<file path="src/rtl/rvga_membus_arbiter_pkg.sv">
// Shared types for the two-requester memory bus arbiter.
//   rvga_word      : 32-bit bus address
//   rvga_cacheline : 256-bit data beat (one full cache line)
//   arb_state_e    : arbiter FSM states
//   arb_port_e     : identifies a requester (instruction or data side)
package rvga_types;

  typedef logic [31:0]  rvga_word;
  typedef logic [255:0] rvga_cacheline;

  typedef enum logic [1:0] {
    IDLE    = 2'd0,
    SERVE_I = 2'd1,
    SERVE_D = 2'd2
  } arb_state_e;

  typedef enum logic {
    GNT_I = 1'b0,
    GNT_D = 1'b1
  } arb_port_e;

  // Bit positions inside the one-hot grant vector.
  localparam int unsigned GRANT_I_BIT = 0;
  localparam int unsigned GRANT_D_BIT = 1;

endpackage

</file>
<file path="src/rtl/rvga_membus_if.sv">
// Memory bus bundle. A requester holds read or write with stable addr/wdata
// until it sees resp for one cycle, then drops the request next cycle.
//   master : drives addr/read/write/wdata, receives rdata/resp
//   slave  : receives addr/read/write/wdata, drives rdata/resp
interface rvga_membus_if;

  rvga_types::rvga_word      addr;
  logic                      read;
  logic                      write;
  rvga_types::rvga_cacheline wdata;
  rvga_types::rvga_cacheline rdata;
  logic                      resp;

  modport master (output addr, read, write, wdata, input rdata, resp);
  modport slave  (input addr, read, write, wdata, output rdata, resp);

endinterface

</file>
<file path="src/rtl/rvga_arb_rr2.sv">
// Two-way tie-break, purely combinational.
//   req_i, req_d : instruction / data side request
//   last_grant   : port served by the previous transaction
//   grant        : one-hot, bit GRANT_I_BIT = ibus, GRANT_D_BIT = dbus
// A single requester always wins. On a tie, FAIR_RR=1 picks the port that
// was not served last; FAIR_RR=0 always picks the data side.
module rvga_arb_rr2
  import rvga_types::*;
#(
  parameter bit FAIR_RR = 1'b1
) (
  input  logic       req_i,
  input  logic       req_d,
  input  arb_port_e  last_grant,
  output logic [1:0] grant
);

  always_comb begin
    grant = '0;
    if (req_i && req_d) begin
      if (FAIR_RR && (last_grant == GNT_D)) grant[GRANT_I_BIT] = 1'b1;
      else                                  grant[GRANT_D_BIT] = 1'b1;
    end else if (req_i) begin
      grant[GRANT_I_BIT] = 1'b1;
    end else if (req_d) begin
      grant[GRANT_D_BIT] = 1'b1;
    end
  end

endmodule

</file>
<file path="src/rtl/rvga_membus_arbiter.sv">
// Arbitrates an instruction-cache port and a data-cache port onto one
// downstream memory port, one transaction at a time.
//   clk_i   : clock, rising edge
//   reset_i : synchronous, active-high
//   ibus    : instruction-side requester (slave)
//   dbus    : data-side requester (slave)
//   mbus    : downstream memory (master)
// The granted request is captured into flops on the IDLE->SERVE edge and
// held until mbus.resp, so requester behaviour during service cannot disturb
// the downstream transaction. resp is routed back combinationally.
module rvga_membus_arbiter
  import rvga_types::*;
#(
  parameter bit FAIR_RR = 1'b1
) (
  input  logic          clk_i,
  input  logic          reset_i,
  rvga_membus_if.slave  ibus,
  rvga_membus_if.slave  dbus,
  rvga_membus_if.master mbus
);

  arb_state_e    state_q, state_d;
  arb_port_e     last_grant_q;
  rvga_word      addr_q;
  logic          read_q, write_q;
  rvga_cacheline wdata_q;

  logic       req_i, req_d;
  logic [1:0] grant;

  assign req_i = ibus.read | ibus.write;
  assign req_d = dbus.read | dbus.write;

  rvga_arb_rr2 #(.FAIR_RR(FAIR_RR)) u_rr2 (
    .req_i      (req_i),
    .req_d      (req_d),
    .last_grant (last_grant_q),
    .grant      (grant)
  );

  always_comb begin
    state_d = state_q;
    case (state_q)
      IDLE: begin
        if      (grant[GRANT_D_BIT]) state_d = SERVE_D;
        else if (grant[GRANT_I_BIT]) state_d = SERVE_I;
      end
      SERVE_I, SERVE_D: begin
        if (mbus.resp) state_d = IDLE;
      end
      default: state_d = IDLE;
    endcase
  end

  // read+write together is illegal; read takes precedence downstream.
  always_ff @(posedge clk_i) begin
    if (reset_i) begin
      state_q      <= IDLE;
      last_grant_q <= GNT_I;
      addr_q       <= '0;
      read_q       <= 1'b0;
      write_q      <= 1'b0;
      wdata_q      <= '0;
    end else begin
      state_q <= state_d;
      case (state_q)
        IDLE: begin
          if (grant[GRANT_D_BIT]) begin
            addr_q  <= dbus.addr;
            read_q  <= dbus.read;
            write_q <= dbus.write & ~dbus.read;
            wdata_q <= dbus.wdata;
          end else if (grant[GRANT_I_BIT]) begin
            addr_q  <= ibus.addr;
            read_q  <= ibus.read;
            write_q <= ibus.write & ~ibus.read;
            wdata_q <= ibus.wdata;
          end
        end
        default: begin
          if (mbus.resp) begin
            read_q       <= 1'b0;
            write_q      <= 1'b0;
            last_grant_q <= (state_q == SERVE_D) ? GNT_D : GNT_I;
          end
        end
      endcase
    end
  end

  assign mbus.addr  = addr_q;
  assign mbus.read  = read_q;
  assign mbus.write = write_q;
  assign mbus.wdata = wdata_q;

  // resp in IDLE (or during reset) belongs to nobody and is dropped.
  assign ibus.resp  = ~reset_i & (state_q == SERVE_I) & mbus.resp;
  assign dbus.resp  = ~reset_i & (state_q == SERVE_D) & mbus.resp;
  assign ibus.rdata = mbus.rdata;
  assign dbus.rdata = mbus.rdata;

  a_ibus_rw_excl: assert property (@(posedge clk_i) disable iff (reset_i)
                                   !(ibus.read && ibus.write));
  a_dbus_rw_excl: assert property (@(posedge clk_i) disable iff (reset_i)
                                   !(dbus.read && dbus.write));

endmodule

</file>
<file path="src/flat_wrapper.sv">
// flat-port wrapper written by rule: the top's interface ports become plain ports
module rvga_membus_arbiter_flat import rvga_types::*;
#(
  parameter bit FAIR_RR = 1'b1
)
  (clk_i, reset_i, ibus_addr, ibus_read, ibus_write, ibus_wdata, ibus_rdata, ibus_resp, dbus_addr, dbus_read, dbus_write, dbus_wdata, dbus_rdata, dbus_resp, mbus_addr, mbus_read, mbus_write, mbus_wdata, mbus_rdata, mbus_resp);
  rvga_membus_if ibus_i ();
  rvga_membus_if dbus_i ();
  rvga_membus_if mbus_i ();
  input  logic clk_i;
  input  logic reset_i;
  input wire logic [$bits(ibus_i.addr)-1:0] ibus_addr;
  input wire logic [$bits(ibus_i.read)-1:0] ibus_read;
  input wire logic [$bits(ibus_i.write)-1:0] ibus_write;
  input wire logic [$bits(ibus_i.wdata)-1:0] ibus_wdata;
  output wire logic [$bits(ibus_i.rdata)-1:0] ibus_rdata;
  output wire logic [$bits(ibus_i.resp)-1:0] ibus_resp;
  input wire logic [$bits(dbus_i.addr)-1:0] dbus_addr;
  input wire logic [$bits(dbus_i.read)-1:0] dbus_read;
  input wire logic [$bits(dbus_i.write)-1:0] dbus_write;
  input wire logic [$bits(dbus_i.wdata)-1:0] dbus_wdata;
  output wire logic [$bits(dbus_i.rdata)-1:0] dbus_rdata;
  output wire logic [$bits(dbus_i.resp)-1:0] dbus_resp;
  output wire logic [$bits(mbus_i.addr)-1:0] mbus_addr;
  output wire logic [$bits(mbus_i.read)-1:0] mbus_read;
  output wire logic [$bits(mbus_i.write)-1:0] mbus_write;
  output wire logic [$bits(mbus_i.wdata)-1:0] mbus_wdata;
  input wire logic [$bits(mbus_i.rdata)-1:0] mbus_rdata;
  input wire logic [$bits(mbus_i.resp)-1:0] mbus_resp;
  assign ibus_i.addr = ibus_addr;
  assign ibus_i.read = ibus_read;
  assign ibus_i.write = ibus_write;
  assign ibus_i.wdata = ibus_wdata;
  assign ibus_rdata = ibus_i.rdata;
  assign ibus_resp = ibus_i.resp;
  assign dbus_i.addr = dbus_addr;
  assign dbus_i.read = dbus_read;
  assign dbus_i.write = dbus_write;
  assign dbus_i.wdata = dbus_wdata;
  assign dbus_rdata = dbus_i.rdata;
  assign dbus_resp = dbus_i.resp;
  assign mbus_addr = mbus_i.addr;
  assign mbus_read = mbus_i.read;
  assign mbus_write = mbus_i.write;
  assign mbus_wdata = mbus_i.wdata;
  assign mbus_i.rdata = mbus_rdata;
  assign mbus_i.resp = mbus_resp;
  rvga_membus_arbiter #(.FAIR_RR(FAIR_RR)) u_core (.clk_i(clk_i), .reset_i(reset_i), .ibus(ibus_i), .dbus(dbus_i), .mbus(mbus_i));
endmodule
</file>
<file path="config.mk">
export PLATFORM = sky130hd
export DESIGN_NAME = rvga_membus_arbiter_flat
export DESIGN_NICKNAME = d
export VERILOG_FILES = /design/src/rtl/rvga_membus_arbiter_pkg.sv /design/src/rtl/rvga_membus_if.sv /design/src/rtl/rvga_arb_rr2.sv /design/src/rtl/rvga_membus_arbiter.sv /design/src/flat_wrapper.sv
export SDC_FILE = /design/constraint.sdc
export NUM_CORES = 1
export LEC_CHECK = 0
export BUFFER_PORTS_ARGS = -buffer_cell sky130_fd_sc_hd__buf_2
export CELL_PAD_IN_SITES_DETAIL_PLACEMENT = 1
export CELL_PAD_IN_SITES_GLOBAL_PLACEMENT = 2
export CORE_AREA = 3 3 647 649
export CTS_BUF_LIST = sky130_fd_sc_hd__clkbuf_4 sky130_fd_sc_hd__clkbuf_8
export DETAILED_ROUTE_END_ITERATION = 8
export DIE_AREA = 0 0 650 652
export HOLD_SLACK_MARGIN = 0.06
export PLACE_DENSITY = 0.32
export SETUP_SLACK_MARGIN = 0.5
export SLEW_MARGIN = 20
export SYNTH_ARGS = -nofsm -noshare
export SYNTH_HDL_FRONTEND = slang
export SYNTH_HIERARCHICAL = 1
export SYNTH_SLANG_ARGS = --single-unit
</file>
<file path="constraint.sdc">
create_clock -name clk_i -period 2.4 [get_ports clk_i]
set_input_delay 0.24 -clock clk_i [delete_from_list [all_inputs] [get_ports clk_i]]
set_output_delay 0.24 -clock clk_i [all_outputs]
set_load 0.01 [all_outputs]
</file>
-- Word level (Yosys, flattened, before mapping)
Index checks and enable logic that the tools add are counted.
- bits of input ports: 839
- word-level logic and storage cells: 53
- output and inout port bits: 804
- flip-flop bits (word level): 293
- muxes and demuxes: 22
- equal/unequal tests: 4
- bitwise operators: 12
- reductions and logical operators: 9
- operator list (kind ; number):
    $mux 256 ; 2
    $mux 32 ; 2
    $mux 1 ; 13
    $mux 2 ; 4
    $reduce_and 2->1 ; 4
    $and 1x1->1 ; 6
    $not 1->1 ; 4
    $pmux 2 s2 ; 1
    $reduce_bool 2->1 ; 2
    $ne 3x1->1 const B ; 1
    $eq 2x1->1 const B ; 1
    $eq 2x2->1 const B ; 1
    $logic_not 2->1 ; 1
    $ne 2x2->1 const B ; 1
    $or 1x1->1 ; 2
    $reduce_or 2->1 ; 1
    $logic_and 1x1->1 ; 1

-- Longest topological paths before layout
Gate-level depths: netlist of the first run.
- depth after elaboration: 7
- gate-level depth with buffers: 9
- mapped depth without buffers: 5

-- Cells and area by module
Netlist of the first run, hierarchy kept.
- by module, submodules not included (module ; sequential area each (um^2) ; area each (um^2) ; cells each ; instances):
    rvga_membus_arbiter ; 5865.6 ; 16694.8 ; 1833 ; 1
    rvga_arb_rr2 ; 0.0 ; 18.8 ; 3 ; 1

-- Worst setup path before layout of the first run
OpenSTA, ideal clock, no wires.
- kind: input to register
- start point: in ibus_read
- end point: reg u_core.wdata_q[209], in the netlist u_core/mbus.wdata[209]
- setup time: 134 ps
- stages on the path: 8
- setup slack: 703 ps
- required time: 2266 ps
- buffers on the path: 4
- arrival time: 1563 ps
- cells stage by stage: or2_2 -> a21boi_0 -> buf_2 -> o21a_1 -> buf_4 -> clkbuf_1 -> buf_2 -> a211oi_1
- cells in the longest elaborated chain, start to end: 5
- elaborated cells between the ends (all ways): 8
- classes of those cells: mux (4); bitwise (1); reduce/logical (3)
- RTL lines (item ; RTL line ; text):
    start, declared ; flat_wrapper.sv:13 ; input wire logic [$bits(ibus_i.read)-1:0] ibus_read;
    $or 1x1->1 (*) ; rvga_membus_arbiter.sv:32 ; assign req_i = ibus.read | ibus.write;
    $mux 1 / $logic_and 1x1->1 (equally long branches) ; rvga_arb_rr2.sv:23, rvga_arb_rr2.sv:20 ;
    $mux 2 (*) ; rvga_arb_rr2.sv:20 ; if (req_i && req_d) begin
    net u_core.grant[1] ; rvga_membus_arbiter.sv:30 ; logic [1:0] grant;
    $reduce_bool 2->1 (no source line) ; n/a ;
    $reduce_and 2->1 (no source line) ; n/a ;
    end signal, assigned ; rvga_membus_arbiter.sv:73 ; wdata_q <= dbus.wdata;
    end signal, assigned ; rvga_membus_arbiter.sv:78 ; wdata_q <= ibus.wdata;
    end, declared ; rvga_membus_arbiter.sv:27 ; rvga_cacheline wdata_q;
The timed path passes the listed nets; every way through them passes the cells marked *.
A chain may end at the register's enable or synchronous reset.

-- Final worst setup path of the first run
- start point: in dbus_write
- end point: reg u_core.wdata_q[158], in the netlist u_core/mbus.wdata[158]
- cells in the longest elaborated chain, start to end: 6
- elaborated cells between the ends (all ways): 8
- classes of those cells: mux (4); bitwise (1); reduce/logical (3)
- RTL lines (item ; RTL line ; text):
    start, declared ; flat_wrapper.sv:20 ; input wire logic [$bits(dbus_i.write)-1:0] dbus_write;
    $or 1x1->1 (*) ; rvga_membus_arbiter.sv:33 ; assign req_d = dbus.read | dbus.write;
    net u_core.req_d ; rvga_membus_arbiter.sv:29 ; logic req_i, req_d;
    $mux 1 ; rvga_arb_rr2.sv:25 ; end else if (req_d) begin
    $mux 1 ; rvga_arb_rr2.sv:23 ; end else if (req_i) begin
    $mux 2 (*) ; rvga_arb_rr2.sv:20 ;
    net u_core.grant[1] ; rvga_membus_arbiter.sv:30 ;
    $reduce_bool 2->1 (no source line) ; n/a ;
    $reduce_and 2->1 (no source line) ; n/a ;
Marked as above.

==> results of run 1 <==
-- worst paths after layout --
path / start / endpoint / slack, ns / cells past startpoint
setup / recovery: dbus_write / u_core/mbus.wdata[158] / 0.27 / 14
hold / removal: dbus_wdata[218] / u_core/mbus.wdata[218] / 0.31 / 4
setup reg to reg: u_core/state_q[0] / u_core/mbus.wdata[158] / 0.33 / 12
hold reg to reg: u_core/mbus.read / u_core/mbus.read / 0.48 / 2
-- cells by family (layout without fill, tap and decap cells) --
kind of cell | after synthesis | after routing | share of synthesized area [%]
and+or+nand+nor | 305 | 305 | 7.157
other | 0 | 13 | 0
buffers and inverters | 645 | 1848 | 26.75
DFF | 293 | 293 | 35.10
AOI/OAI and AO/OA | 300 | 300 | 13.39
adders and majority gates | 4 | 4 | 0.2995
muxes | 289 | 289 | 17.31
-- worst max-delay path, stage by stage --
cell,delay [ns]
buf_2,0.09
dlygate4sd3_1,0.56
or2_2,0.34
a21boi_4,0.16
buf_12,0.14
o21a_4,0.20
buf_12,0.15
buf_8,0.13
buf_6,0.11
buf_16,0.14
buf_12,0.13
buf_12,0.12
buf_16,0.13
a211oi_2,0.17
-- cell usage in the layout (no fill, tap or decap), types with 4 or more instances in the layout --
cell type	n
a21oi_1	4
dlygate4sd3_1	582
a211oi_4	4
a211oi_1	21
clkinv_2	5
buf_2	730
dfxtp_1	273
mux2i_2	25
diode_2	13
mux2i_1	257
mux2i_4	7
buf_8	26
buf_4	169
buf_6	53
buf_16	53
buf_12	64
dfxtp_2	20
nor2_2	77
a211oi_2	264
clkbuf_16	27
clkbuf_4	35
nor2_4	153
nand2b_1	4
nor2_1	59
clkbuf_8	97
-- what timing repair did --
action / in CTS / in global routing
resized for setup: 549 / 546
buffers inserted: 53 / 24
endpoints found under the setup margin: 370 / 288
hold endpoints to repair: 293 / 0
pin swaps: 43 / 128
hold buffers: 583 / 0
gates cloned: 39 / 29
-- Yosys cell counts, drive strengths merged --
library cell | count | area, um^2
and3b | 3 | 26.28
a21oi | 4 | 20.02
nand4bb | 1 | 11.26
o21a | 1 | 7.510
mux2i | 289 | 2893
clkbuf | 35 | 131.4
nand3 | 3 | 15.01
a21boi | 2 | 15.02
dfxtp | 293 | 5866
nor2b | 1 | 6.260
nand4b | 1 | 8.760
a21o | 1 | 7.510
buf | 607 | 4328
nand2b | 4 | 25.02
ha | 4 | 50.05
inv | 3 | 11.26
nor2 | 289 | 1085
o21ai | 2 | 10.01
a22o | 1 | 8.760
a211oi | 289 | 2170
or2 | 2 | 12.51
and2 | 1 | 6.260
-- routing by layer --
metal	vias up	wire length (um)
li1	8213	-
met1	8929	65420
met2	1270	103500
met3	371	38420
met4	24	8370
met5	-	529
-- registers in the layout (all words and copies together) (netlist names) --
register             count
u_core/last_grant_q      1
u_core/mbus.addr        32
u_core/mbus.read         1
u_core/mbus.wdata      256
u_core/mbus.write        1
u_core/state_q           2
-- power by group --
group | switching (mW) | total, mW | internal, mW
logic | 6.59 | 12.4 | 5.81
clock network | 3.09 | 7.33 | 4.23
registers | 0.813 | 6.53 | 5.72
total | 10.5 | 26.3 | 15.8
-- through the flow --
step | std cells | worst slack, ns | total power, mW | util, % | hold WS, ns
floorplan | 1836 | 0.7025 | 9.620 | - | 0.4738
global placement | 7653 | -0.08003 | 13.57 | 5.962 | 0.4672
detailed placement | 7653 | -0.09124 | 13.61 | 5.962 | 0.4614
CTS | 8460 | 0.2232 | 25.40 | 8.676 | 0.06353
global route | 8521 | 0.2388 | 28.16 | 9.437 | 0.1800
finish | 8526 | 0.2705 | 26.26 | 9.440 | 0.3106
-- cell type report --
class | count | area [um^2]
inverter | 3 | 11.26
antenna | 13 | 32.53
tap | 5474 | 6849
fill | 48504 | 374100
clock buffer | 124 | 1538
sequential | 293 | 5891
timing repair buffer | 1713 | 15240
multi-input combinational | 898 | 9329
clock inverter | 8 | 101.3
==> summary.txt, run 1 <==
Timing
  • Slew headroom: 53.00%
  • Hold Vio Cnt, Final: 0
  • FMAX: 469.6 MHz
  • Endpoints failing setup: 0
  • Final Skew: 0.07908 ns
  • Tmin final: 2.130 ns
  • Slew Viols, Final: 0
  • Unrepaired setup endpoints after global routing: true
  • Total negative setup slack: 0 ns
  • Actual slew at the worst max-slew pin: 0.7050 ns
  • Final period utilization: 88.73%

Layout
  • Share of layout cells above drive strength 1: 59.99%
  • Final std cell area, no fill: 38990 um^2
  • Synth-to-Final Area Change: 133.3%
  • Nets: 3831

Critical path
  • WP data arrival: 2.86 ns
  • Worst setup SP type: primary input
  • CP required: 3.13 ns
  • Crit path kind: in2reg
  • Crit-path max FO: 7
  • Crit. End Element: flip-flop

Die
  • Die W: 650 um
  • Starting Density: 4.046%
  • Die area: 423800 um^2
  • CORE AREA: 413100 um^2
  • FP Rows: 236
  • Die H: 652 um
  • Ports: 1643

Routing
  • Drt pass-1 iters: 4
  • Iteration-0 DRC Markers: 555
  • Antenna viol nets, final: 0
  • Vias: 18807
  • Post-route DRC violation count: 0
  • Via/cell ratio: 2.206
  • Drt wl/cell: 25.36 um
  • Post-Route WL: 216200 um

Global routing
  • Initial antenna violation count: 70
  • Number of global-route vias before repair: 19978
  • Grt met3 use: 8.062%
  • Busiest layer in global routing: met2
  • First-pass GRT wire length: 256200 um
  • GR Overflow Total: 0
  • Met1 Track Usage GR: 8.284%
  • Pin count of the biggest net entering global routing: 52
  • GRT Total Usage: 9.621%
  • Met2 Resource Use GR: 16.34%

Synthesis
  • Ys Warns: 6
  • Synthesized area: 16710 um^2
  • Post-synthesis cell count: 1836
  • Syn_area_per_cell: 9.103 um^2
  • Netlist cell types: 25
  • Mapped Nets: 2679
  • Seq cells post-synth: 293
  • Sequential element share of the synthesized area: 35.10%

Placement
  • Placed instance area: 24630 um^2
  • PortBufs: 874
  • Dpl hpwl: 176300 um
  • Routability Congestion: 0.7181

CTS
  • Max H-tree Level: 3
  • Clock-pin slew on the worst setup and hold paths: 0.05 ns
  • CTS Buf Count: 79
  • Sink Count: 293
  • Clock Latency Late Sink: 0.84 ns
  • Root buf cell: clkbuf_8
  • CTS max path bufs: 4
  • CTS tree: yes

Power
  • VDD IR max: 333.7 uV
  • Pwr dens: 673.5 nW/um^2
  • Leakage: 15.49 nW

Status
  • Outcome: finished clean

Job
  • Max_cap viols: 0

Hold path
  • Worst hold path class: in2reg
No activity file was read; power rests on OpenSTA's default activity.
==> inputs of run 2 (changes only) <==
--- a/config.mk
+++ b/config.mk
@@ -5,15 +5,16 @@
 export SDC_FILE = /design/constraint.sdc
 export NUM_CORES = 1
 export LEC_CHECK = 0
-export BUFFER_PORTS_ARGS = -buffer_cell sky130_fd_sc_hd__buf_2
 export CELL_PAD_IN_SITES_DETAIL_PLACEMENT = 1
 export CELL_PAD_IN_SITES_GLOBAL_PLACEMENT = 2
-export CORE_AREA = 3 3 647 649
+export CORE_AREA = 3 3 638 640
 export CTS_BUF_LIST = sky130_fd_sc_hd__clkbuf_4 sky130_fd_sc_hd__clkbuf_8
 export DETAILED_ROUTE_END_ITERATION = 8
-export DIE_AREA = 0 0 650 652
+export DIE_AREA = 0 0 641 643
+export DONT_BUFFER_PORTS = 1
 export HOLD_SLACK_MARGIN = 0.06
-export PLACE_DENSITY = 0.32
+export PLACE_DENSITY = 0.3
+export RECOVER_POWER = 25
 export SETUP_SLACK_MARGIN = 0.5
 export SLEW_MARGIN = 20
 export SYNTH_ARGS = -nofsm -noshare
==> summary.txt, run 2 (synthesis gave the netlist of run 1 again) <==
Status
  • Outcome: finished, violations left
  • Failing checks: hold timing

Die
  • Die W: 641 um (-1.4%)
  • Die H: 643 um (-1.4%)
  • FP Rows: 233 (-1.3%)
  • CORE AREA: 402000 um^2 (-2.7%)
  • Die area: 412200 um^2 (-2.7%)
  • Ports: 1643 (unchanged)
  • Starting Density: 4.157% (+0.11 points)

Routing
  • Vias: 14385 (-24%)
  • Post-Route WL: 194400 um (-10%)
  • Drt wl/cell: 26.97 um (+6.4%)
  • Via/cell ratio: 1.996 (-9.5%)
  • Antenna viol nets, final: 0 (unchanged)
  • Drt pass-1 iters: 4 (unchanged)
  • Post-route DRC violation count: 0 (unchanged)
  • Iteration-0 DRC Markers: 634 (+14%)

Global routing
  • Initial antenna violation count: 101 (+44%)
  • First-pass GRT wire length: 220000 um (-14%)
  • Pin count of the biggest net entering global routing: 296 (+470%)
  • GRT Total Usage: 8.756% (-0.87 points)
  • Number of global-route vias before repair: 14237 (-29%)
  • GR Overflow Total: 0 (unchanged)

Timing
  • Slew Viols, Final: 0 (unchanged)
  • Total negative setup slack: 0 ns (unchanged)
  • FMAX: 506.6 MHz (+7.9%)
  • Tmin final: 1.974 ns (-0.1554 ns)
  • Final Skew: 0.07548 ns (-0.003596 ns)
  • Actual slew at the worst max-slew pin: 1.160 ns (+0.4552 ns)
  • Hold_ws: -0.5512 ns (-0.8619 ns)
  • Final period utilization: 82.26% (-6.5 points)
  • Unrepaired setup endpoints after global routing: true
  • Hold Vio Cnt, Final: 152 (+152)
  • Slew headroom: 22.66% (-30 points)
  • Endpoints failing setup: 0 (unchanged)

Power
  • Sw Pwr: 8.501 mW (-19%)
  • VDD IR max: 305.7 uV (-8.4%)
  • Flop pwr share: 38.2% (+13 points)
  • Switching share of power: 40.61% (+0.64 points)
  • Part of the power in combinational logic: 27.5% (-20 points)
  • Total power draw: 20.93 mW (-20%)
  • Clock share of power: 34.3% (+6.4 points)
  • Internal power: 12.43 mW (-21%)
  • Pwr dens: 760.2 nW/um^2 (+13%)
  • Leakage: 9.668 nW (-38%)

CTS
  • Clock-pin slew on the worst setup and hold paths: 0.06 ns (about the same)
  • CTS Buf Count: 78 (-1.3%)
  • CTS tree: yes
  • Max H-tree Level: 3 (unchanged)
  • Root buf cell: clkbuf_8
  • CTS max path bufs: 4 (unchanged)
  • Sink Count: 293 (unchanged)
  • Clock Latency Late Sink: 0.90 ns (+0.06 ns)

Critical path
  • Crit-path cells: inv_4 > buf_4 > ha_4 > o21a_4 > buf_12 > buf_12 > clkbuf_16 > buf_12 > clkbuf_16 > a211oi_1
  • Crit. End Element: flip-flop
  • Worst setup path start: u_core/state_q[0]
  • Slowest stage delay, CP: 0.38 ns (-0.18 ns)
  • Most common cell on crit path: buf_12
  • WP data arrival: 2.71 ns (-0.15 ns)
  • R2R Path Start: u_core/state_q[0]
  • Buf/Inv on CP: 7 (-3)
  • Crit-path slowest cell: dfxtp_4
  • Crit path kind: reg2reg
  • Worst setup SP type: flip-flop
  • CP delay by family, top: buffers and inverters
  • CP required: 3.13 ns (about the same)
  • Crit-path max FO: 8 (+1)

Layout
  • Fillers: 47445 (-2.2%)
  • Largest register FFs: 256 (unchanged)
  • Nets: 2690 (-30%)
  • Most frequent cells in the layout: dlygate4sd3_1, nor2_1, mux2i_1, a211oi_1, dfxtp_1
  • Synth-to-Final Area Change: 64.75%
  • Share of layout cells above drive strength 1: 25.83% (-34 points)
  • Commonest non-fill, non-tap cell in the layout: dlygate4sd3_1

Placement
  • Routability Congestion: 0.7174 (about the same)
  • PortBufs: 0 (-100%)
  • Dpl hpwl: 161200 um (-8.5%)

Hold path
  • HP Start: reset_i
  • Worst hold path class: in2reg

Job
  • Max_cap viols: 0 (unchanged)
==> run 2: cell count changes in the layout (fill, tap and decap cells not counted), sizes merged <==
cell	change
buf	-953
bufinv	-1
clkbuf	-27
clkinv	-1
clkinvlp	+1
diode	+17
dlygate4sd3	-169
==> run 2: timing repair <==
item | 4_1_cts | 5_1_grt
setup endpoints to repair | 409 | 241
hold buffers | 275 | 138
cloned | 4 | 19
buffers inserted | 4 | 20
pin swaps | 3 | 11
hold endpoints to repair | 293 | 292
resized for setup | 198 | 112
==> run 2: path summary, 6_finish.rpt <==
kind                                 end  slack, ns  cells after the start
setup / recovery   u_core/mbus.wdata[95]       0.43                     10
hold / removal     u_core/mbus.wdata[41]      -0.55                      1
setup reg to reg   u_core/mbus.wdata[95]       0.43                     10
hold reg to reg   u_core/mbus.wdata[215]       0.50                      2
==> run 2: layer usage <==
metal / global-route usage (%) / part of all wire [%] / vias to the layer above
met5: 1.169 / 0.46 / -
met4: 3.567 / 4.7 / 40
met3: 6.796 / 16 / 407
met2: 14.54 / 47 / 1196
met1: 7.824 / 32 / 6784
li1: - / - / 5958
==> run 2: power by group through the flow <==
stage	Sequential, mW	Combinational (mW)	Clock, mW
floorplan	6.58	3.04	0
global placement	8.24	4.04	0
detailed placement	8.23	4.09	0
CTS	8.26	4.93	7.90
global route	8.21	6.39	7.96
finish	7.99	5.75	7.19
==> run 2: cell type report <==
type / count / area [um^2] / share of cell area (%)
sequential: 293 / 6072 / 22.05
timing repair buffer: 573 / 6461 / 23.47
inverter: 3 / 16.27 / 0.05907
clock buffer: 115 / 1476 / 5.362
tap: 5287 / 6615 / 24.02
multi-input combinational: 898 / 6745 / 24.50
antenna: 30 / 75.07 / 0.2726
clock inverter: 7 / 73.82 / 0.2681
==> run 2: stage by stage <==
step	utilization (%)	std cells	setup slack [ns]	area, um^2
finish	6.849	7206	0.4259	27540
detailed placement	4.975	6594	0.1464	20000
CTS	6.194	6999	0.2927	24900
global placement	4.975	6594	0.1458	20000
global route	6.841	7193	0.3438	27500
floorplan	-	1836	0.7025	16710
